### config.mk
export PLATFORM = sky130hd
export DESIGN_NAME = fetch_unit
export DESIGN_NICKNAME = d
export VERILOG_FILES = /design/src/rtl/fetch_unit.sv
export SDC_FILE = /design/constraint.sdc
export NUM_CORES = 1
export LEC_CHECK = 0
export CAP_MARGIN = 20
export CORE_MARGIN = 2
export CORE_UTILIZATION = 48
export DETAILED_ROUTE_END_ITERATION = 12
export PLACE_DENSITY = 0.8
export SLEW_MARGIN = 10
export SYNTH_ARGS = -nofsm -noshare
export SYNTH_HDL_FRONTEND = slang
export SYNTH_SLANG_ARGS = --single-unit
### constraint.sdc
create_clock -name clk -period 4.35 [get_ports clk]
set_input_delay 1.305 -clock clk [delete_from_list [all_inputs] [get_ports clk]]
set_output_delay 1.305 -clock clk [all_outputs]
set_load 0.02 [all_outputs]
### src/rtl/fetch_unit.sv
// Instruction fetch unit: one outstanding word request to instruction memory,
// a single-entry ir register toward execute, PC redirect and halt detection.
module fetch_unit #(
  parameter logic [15:0] RESET_PC = 16'h0000,
  parameter logic [4:0]  HALT_OP  = 5'b11111
) (
  input  logic        clk,
  input  logic        rst,
  input  logic        en,
  output logic        imem_req,
  output logic [15:0] imem_addr,
  input  logic        imem_ack,
  input  logic [31:0] imem_rdata,
  output logic [31:0] ir,
  output logic        ir_valid,
  input  logic        ir_ready,
  output logic [15:0] ir_pc,
  input  logic        redirect,
  input  logic [15:0] redirect_pc,
  output logic        halted
);

  typedef enum logic [1:0] {IDLE, FETCH, HOLD, HALT} state_e;

  state_e      state_q, state_d;
  logic [15:0] pc_q, pc_d;
  logic [15:0] addr_q, addr_d;
  logic [31:0] ir_q, ir_d;
  logic [15:0] ir_pc_q, ir_pc_d;
  logic        discard_q, discard_d;
  logic        halted_q, halted_d;
  logic        new_req;

  always_ff @(posedge clk or posedge rst) begin
    if (rst) begin
      state_q   <= IDLE;
      pc_q      <= RESET_PC;
      addr_q    <= RESET_PC;
      ir_q      <= '0;
      ir_pc_q   <= '0;
      discard_q <= 1'b0;
      halted_q  <= 1'b0;
    end else begin
      state_q   <= state_d;
      pc_q      <= pc_d;
      addr_q    <= addr_d;
      ir_q      <= ir_d;
      ir_pc_q   <= ir_pc_d;
      discard_q <= discard_d;
      halted_q  <= halted_d;
    end
  end

  always_comb begin
    state_d   = state_q;
    pc_d      = pc_q;
    addr_d    = addr_q;
    ir_d      = ir_q;
    ir_pc_d   = ir_pc_q;
    discard_d = discard_q;
    halted_d  = halted_q;
    new_req   = 1'b0;
    case (state_q)
      IDLE: begin
        if (redirect) begin
          pc_d = redirect_pc;
        end
        if (en) begin
          state_d = FETCH;
          new_req = 1'b1;
        end
      end
      FETCH: begin
        if (imem_ack) begin
          discard_d = 1'b0;
          if (redirect) begin
            pc_d    = redirect_pc;
            new_req = 1'b1;
          end else if (discard_q) begin
            // Stale response from before a redirect: drop it and refetch at pc.
            new_req = 1'b1;
          end else if (imem_rdata[31:27] == HALT_OP) begin
            state_d  = HALT;
            halted_d = 1'b1;
          end else begin
            ir_d    = imem_rdata;
            ir_pc_d = addr_q;
            pc_d    = addr_q + 16'd1;
            state_d = HOLD;
          end
        end else if (redirect) begin
          // The request is already on the bus; keep it stable and mark it stale.
          pc_d      = redirect_pc;
          discard_d = 1'b1;
        end
      end
      HOLD: begin
        if (redirect || ir_ready) begin
          if (redirect) begin
            pc_d = redirect_pc;
          end
          state_d = en ? FETCH : IDLE;
          new_req = en;
        end
      end
      HALT: begin
        state_d = HALT;
      end
      default: begin
        state_d = IDLE;
      end
    endcase
    if (new_req) begin
      addr_d = pc_d;
    end
  end

  assign imem_req  = (state_q == FETCH);
  assign imem_addr = addr_q;
  assign ir        = ir_q;
  assign ir_pc     = ir_pc_q;
  assign ir_valid  = (state_q == HOLD);
  assign halted    = halted_q;

endmodule

**Yosys cells after proc, flatten, opt, wreduce, memory -nomap -nowiden**

Index checks and enable logic that the tools add are counted.

- Register bits: 84
- Bits of input ports: 54
- Output and inout port bits: 67
- Logic and storage cells: 50

- $add $sub $neg: 1
- Eq/ne operators: 9
- Mux-type cells: 23
- Bitwise operators: 3
- Reduce and logical (&&, ||, !) cells: 7

Operators by type and width:

| cell | count |
|---|---|
| two-way mux 16 bit | 6 |
| case mux 16 bit (3 select lines) | 1 |
| adder 16 x 1 -> 16 bit (second input constant) | 1 |
| AND reduction 5 bit | 3 |
| two-way mux 2 bit | 5 |
| two-way mux 1 bit | 9 |
| case mux 2 bit (4 select lines) | 1 |
| inequality test 2 bit (second input constant) | 3 |
| equality test 5 bit (second input constant) | 1 |
| equality test 2 bit (second input constant) | 2 |
| inequality test 2 x 1 -> 1 bit (second input constant) | 2 |
| NOT 1 bit | 3 |
| case mux 1 bit (3 select lines) | 1 |
| equality test 2 x 1 -> 1 bit (second input constant) | 1 |
| logical NOT 2 bit | 1 |
| AND reduction 2 bit | 1 |
| nonzero test 2 bit | 1 |
| logical OR 1 bit | 1 |

**Logic depth before layout (Yosys ltp)**

- Word-level depth: 6
- Gate-level depth with buffers: 8
- Mapped depth without buffers: 6

**Worst setup path after synthesis**

Ideal clock, no wire load.

- Path type: input port to flip-flop
- Start point: input imem_ack
- End point: register ir_pc_q[0], in the netlist ir_pc[0]
- Setup time: 0.125 ns
- Arrival: 2.585 ns
- Required time: 4.225 ns
- Setup slack: 1.640 ns
- Cell stages on the path: 7
- Path buffers: 3
- Cell sequence: buf_2 nor3b_2 nand2_1 a21oi_2 buf_4 buf_6 mux2_2

- Longest elaborated chain between the ends: 1

RTL lines:

| item | line | source |
|---|---|---|
| start, declared | 12 | `input logic imem_ack,` |
| AND reduction 5 bit (no line) | - |  |
| end signal, assigned | 48 | `ir_pc_q <= ir_pc_d;` |
| end, declared | 29 | `logic [15:0] ir_pc_q, ir_pc_d;` |

No other way between the ends.
A chain may end at the register's enable or synchronous reset.

**Worst setup path in the final report**

- Start point: input imem_ack
- End point: register addr_q[9], in the netlist imem_addr[9]

- Longest elaborated chain between the ends: 2
- Elaborated cells between the ends (all ways): 4
- Those cells by class: mux: 4

RTL lines:

| item | line | source |
|---|---|---|
| two-way mux 16 bit or two-way mux 1 bit (tied branches) | 74 | `if (imem_ack) begin` |
| case mux 16 bit (3 select lines) or case mux 1 bit (3 select lines) (tied branches) | 63 | `case (state_q)` |
| end signal, assigned | 46 | `addr_q <= addr_d;` |
| end, declared | 27 | `logic [15:0] addr_q, addr_d;` |

Parallel ways exist; a longest one is shown, timed or not.

==> summary.txt <==
Critical path
  • Register-to-register setup slack: around 2.1 ns
  • CP Cell Sequence: clkdlybuf4s50_1 > buf_4 > nor3b_1 > a311oi_1 > o21ai_0 > o211ai_1 > a22o_1
  • Reg2reg path depth: 7
  • Worst Setup SP: imem_ack
  • Arrival time of the worst setup path: around 3.6 ns
  • Cell type group with the largest total delay on the critical path: compound AO/OA/AOI/OAI gates
  • Startpoint of the worst-slack reg-to-reg timing path: state_q[1]$_DFFE_PP0P_
  • R2R Path End: ir_pc[12]$_DFFE_PP0P_
  • Crit path largest cell delay: 0.78 ns
  • Critical path type: input pin to flop
  • Setup crit end kind: flop
  • Crit-path max FO: 11
  • Highest-delay cell along the critical path: sky130_fd_sc_hd__a311oi_1
  • CP Data Required Time: around 4.7 ns
  • Count of buffering cells on the critical path with inverters included: 2
  • Startpoint Class: input pin

Detailed routing
  • Aggregate routed wire length: about 12,000 um
  • Via count normalized by instance count: 6.02
  • DR pass1 iterations: 5
  • Detailed-route via count: ~3,900
  • Number of routed nets with antenna violations: 0
  • Final routed DRC violation total: 0
  • Number of violations reported at the end of detailed-routing iteration 0: approximately 380
  • Wire per inst: ~19 um

Power
  • Overall power consumption: 4440 uW
  • Total power per unit cell area: between 700 and 800 mW/mm^2
  • Leakage power total: 0.00236 uW
  • IR Drop Worst-Case VDD: between 0.3 and 0.4 mV

Run
  • Max capacitance violation total: 0

Synth
  • Mean post-synth cell area: approximately 11 um^2
  • Gate count after technology mapping: ~410
  • Number of enable-type register cells in the synthesized netlist: 0
  • Distinct cell type count of the synthesized netlist: 63
  • Post-synthesis sequential element count: 84
  • Ys async rst share: 100%
  • Synth Warn #: 0
  • Syn nets: ~470
  • Post-synthesis cell area: around 0.0043 mm^2
  • Dominant synthesized flop cell: sky130_fd_sc_hd__dfrtp_1
  • Proportion of synthesized chip area in sequential cells: around half

Clock tree
  • Max H-tree Level: 3
  • Setup repair bufs after CTS: 0
  • Number of buffers created by CTS: 9
  • CTS hold repair buffers: 0
  • Post-cts sizing count: 0
  • Clock tree root buffer cell: sky130_fd_sc_hd__clkbuf_8
  • Later-pin clock latency in the skew report: approximately 0.36 ns
  • Reg clk slew, reported paths: 0.09 ns
  • CTS tree: built
  • Number of buffers on the longest clock path: 2
  • CTS sink cnt: 84

GRT
  • GRT Overall Usage: between 20% and 30%
  • Global routing met3 resource utilization: 10.3%
  • Met1 capacity usage during global routing: 34.7%
  • Initial antenna violation count: 0
  • Vias in the first global route: 3,921
  • Global-route wire length before repair: approximately 20,000 um
  • Overflow after GRT: 0
  • Grt met2 use: approximately two fifths
  • Global-route layer with the greatest usage: met2
  • Pin count of the biggest net entering global routing: 43

Floorplanning
  • Number of placement rows: 34
  • Core Box Area: between 0.008 and 0.009 mm^2
  • Initial core utilization: just under 50%
  • Die footprint: approximately 0.0098 mm^2
  • I/O pin count: 121
  • Die Width: about 99 um
  • Height of the chip: slightly below 100 um

Layout
  • Commonest non-fill, non-tap cell in the layout: sky130_fd_sc_hd__clkdlybuf4s50_1
  • Final standard cell count with taps included and fillers excluded: approximately 640
  • FILL cells: a little under 700
  • Highest-count cells in the layout ignoring fill and taps: sky130_fd_sc_hd__clkdlybuf4s50_1, sky130_fd_sc_hd__dfrtp_1, sky130_fd_sc_hd__mux2_2
  • Ant. Diodes: 0
  • Layout area overhead: 34.8%
  • Final net count: 587
  • Layout cells sized above 1: 18.7%
  • Final core utilization: 66.9%

STA
  • Slew at the pin closest to its max-slew limit: approximately 0.92 ns
  • Min cycle time layout: around 3.3 ns
  • RSZ-0062 raised after global routing: no
  • Final setup viols: 0
  • Skew final: ~0.01 ns
  • Relative slew slack: between 30% and 40%
  • Count of pins over their slew limit: 0
  • Period Utilization, post-route: roughly 76%
  • Fmax: about 0.30 GHz
  • Final-layout worst hold slack: 0.508 ns
  • Final-layout setup total negative slack: 0 ns
  • Hold Fails Final Rpt: 0

Place
  • Placed Instances: around 630
  • Post-detailed-placement half-perimeter wirelength: between 8000 and 9000 um
  • Routability cong.: 0.924
  • Count of port buffers added during placement: between 100 and 150

Outcome
  • Run status: complete, no violations

Worst hold path
  • Worst hold-check path type: flop to flop
  • Sink of the worst hold path: ir_pc[15]$_DFFE_PP0P_
  • Worst hold stages: 1
  • Worst hold path startpoint: ir_pc[15]$_DFFE_PP0P_
-- metal layers --
metal / wire length [um] / share of wire, %
met1: 4960 / 40
met2: 5460 / 45
met3: 1560 / 13
met4: 274 / 2.2
met5: 0 / 0
-- area by class of cell --
type / count / area, um^2 / area share (%)
Timing Repair Buffer: 133 / 1300 / 22.2
Sequential cell: 84 / 2100 / 35.9
Inverter: 12 / 46.3 / 0.790
Clock buffer: 9 / 124 / 2.11
Clock inverter: 6 / 73.8 / 1.26
Tap cell: 108 / 135 / 2.31
Multi-Input combinational cell: 292 / 2080 / 35.5
-- metrics by stage --
stage,cell area (um^2),worst slack (ns)
2_1_floorplan,4350,0.880
3_3_place_gp,5660,0.806
3_5_place_dp,5660,0.762
4_1_cts,5860,1.15
5_1_grt,5860,1.02
6_report,5860,1.05
-- synthesized netlist by cell type, drive strengths merged, types with 5 or more instances --
| cell | n | area share (%) |
|---|---|---|
| o21ai | 18 | 2.2 |
| mux2 | 53 | 14 |
| a211oi | 7 | 1.2 |
| a21oi | 19 | 2.5 |
| nand3 | 9 | 1.2 |
| o22ai | 7 | 1.0 |
| nand4 | 5 | 0.72 |
| nand2 | 43 | 3.8 |
| inv | 11 | 0.95 |
| xnor2 | 7 | 1.4 |
| buf | 21 | 2.7 |
| dfrtp | 84 | 48 |
| o31ai | 11 | 1.9 |
| nor2 | 29 | 2.5 |
-- cells by family after synthesis --
group                      synth area share [%]
DFF                                        48.4
xor gates and xnor gates                   2.02
AOI/OAI and AO/OA                          17.6
muxes                                      14.2
and+or+nand+nor                            13.6
buffers and inverters                      3.97
adders and majority gates                 0.288
-- state kept, by name (all words and copies together) (netlist names) --
register   count
imem_addr     16
ir            32
ir_pc         16
halted         1
discard_q      1
pc_q          16
state_q        2
-- power by group --
part           total [uW]  leakage, uW  internal, uW  switching (uW)
Sequential           1510     0.000996          1170             344
Combinational        2360      0.00127          1140            1220
Clock                 571    0.0000938           269             302
Total                4440      0.00236          2580            1860
-- worst register-to-register path, cell delays in order (launching register included) --
cell and delay, ns:
sky130_fd_sc_hd__dfrtp_1 0.39, sky130_fd_sc_hd__buf_4 0.21, sky130_fd_sc_hd__nor2b_1 0.17, sky130_fd_sc_hd__buf_4 0.19, sky130_fd_sc_hd__nand2_1 0.19, sky130_fd_sc_hd__a21oi_4 0.19
sky130_fd_sc_hd__buf_4 0.40, sky130_fd_sc_hd__mux2_2 0.42
-- worst max-delay path by stage --
stage                                     endpoint  cells after the start
final                     imem_addr[9]$_DFFE_PP0P_                      7
after global routing         ir_pc[12]$_DFFE_PP0P_                      6
after CTS                       ir[17]$_DFFE_PP0P_                      6
after detailed placement        ir[10]$_DFFE_PP0P_                      6
after global placement       ir_pc[13]$_DFFE_PP0P_                      6
after floorplan              discard_q$_DFFE_PP0P_                      1
Note: power is estimated with default switching activity, not from simulation.
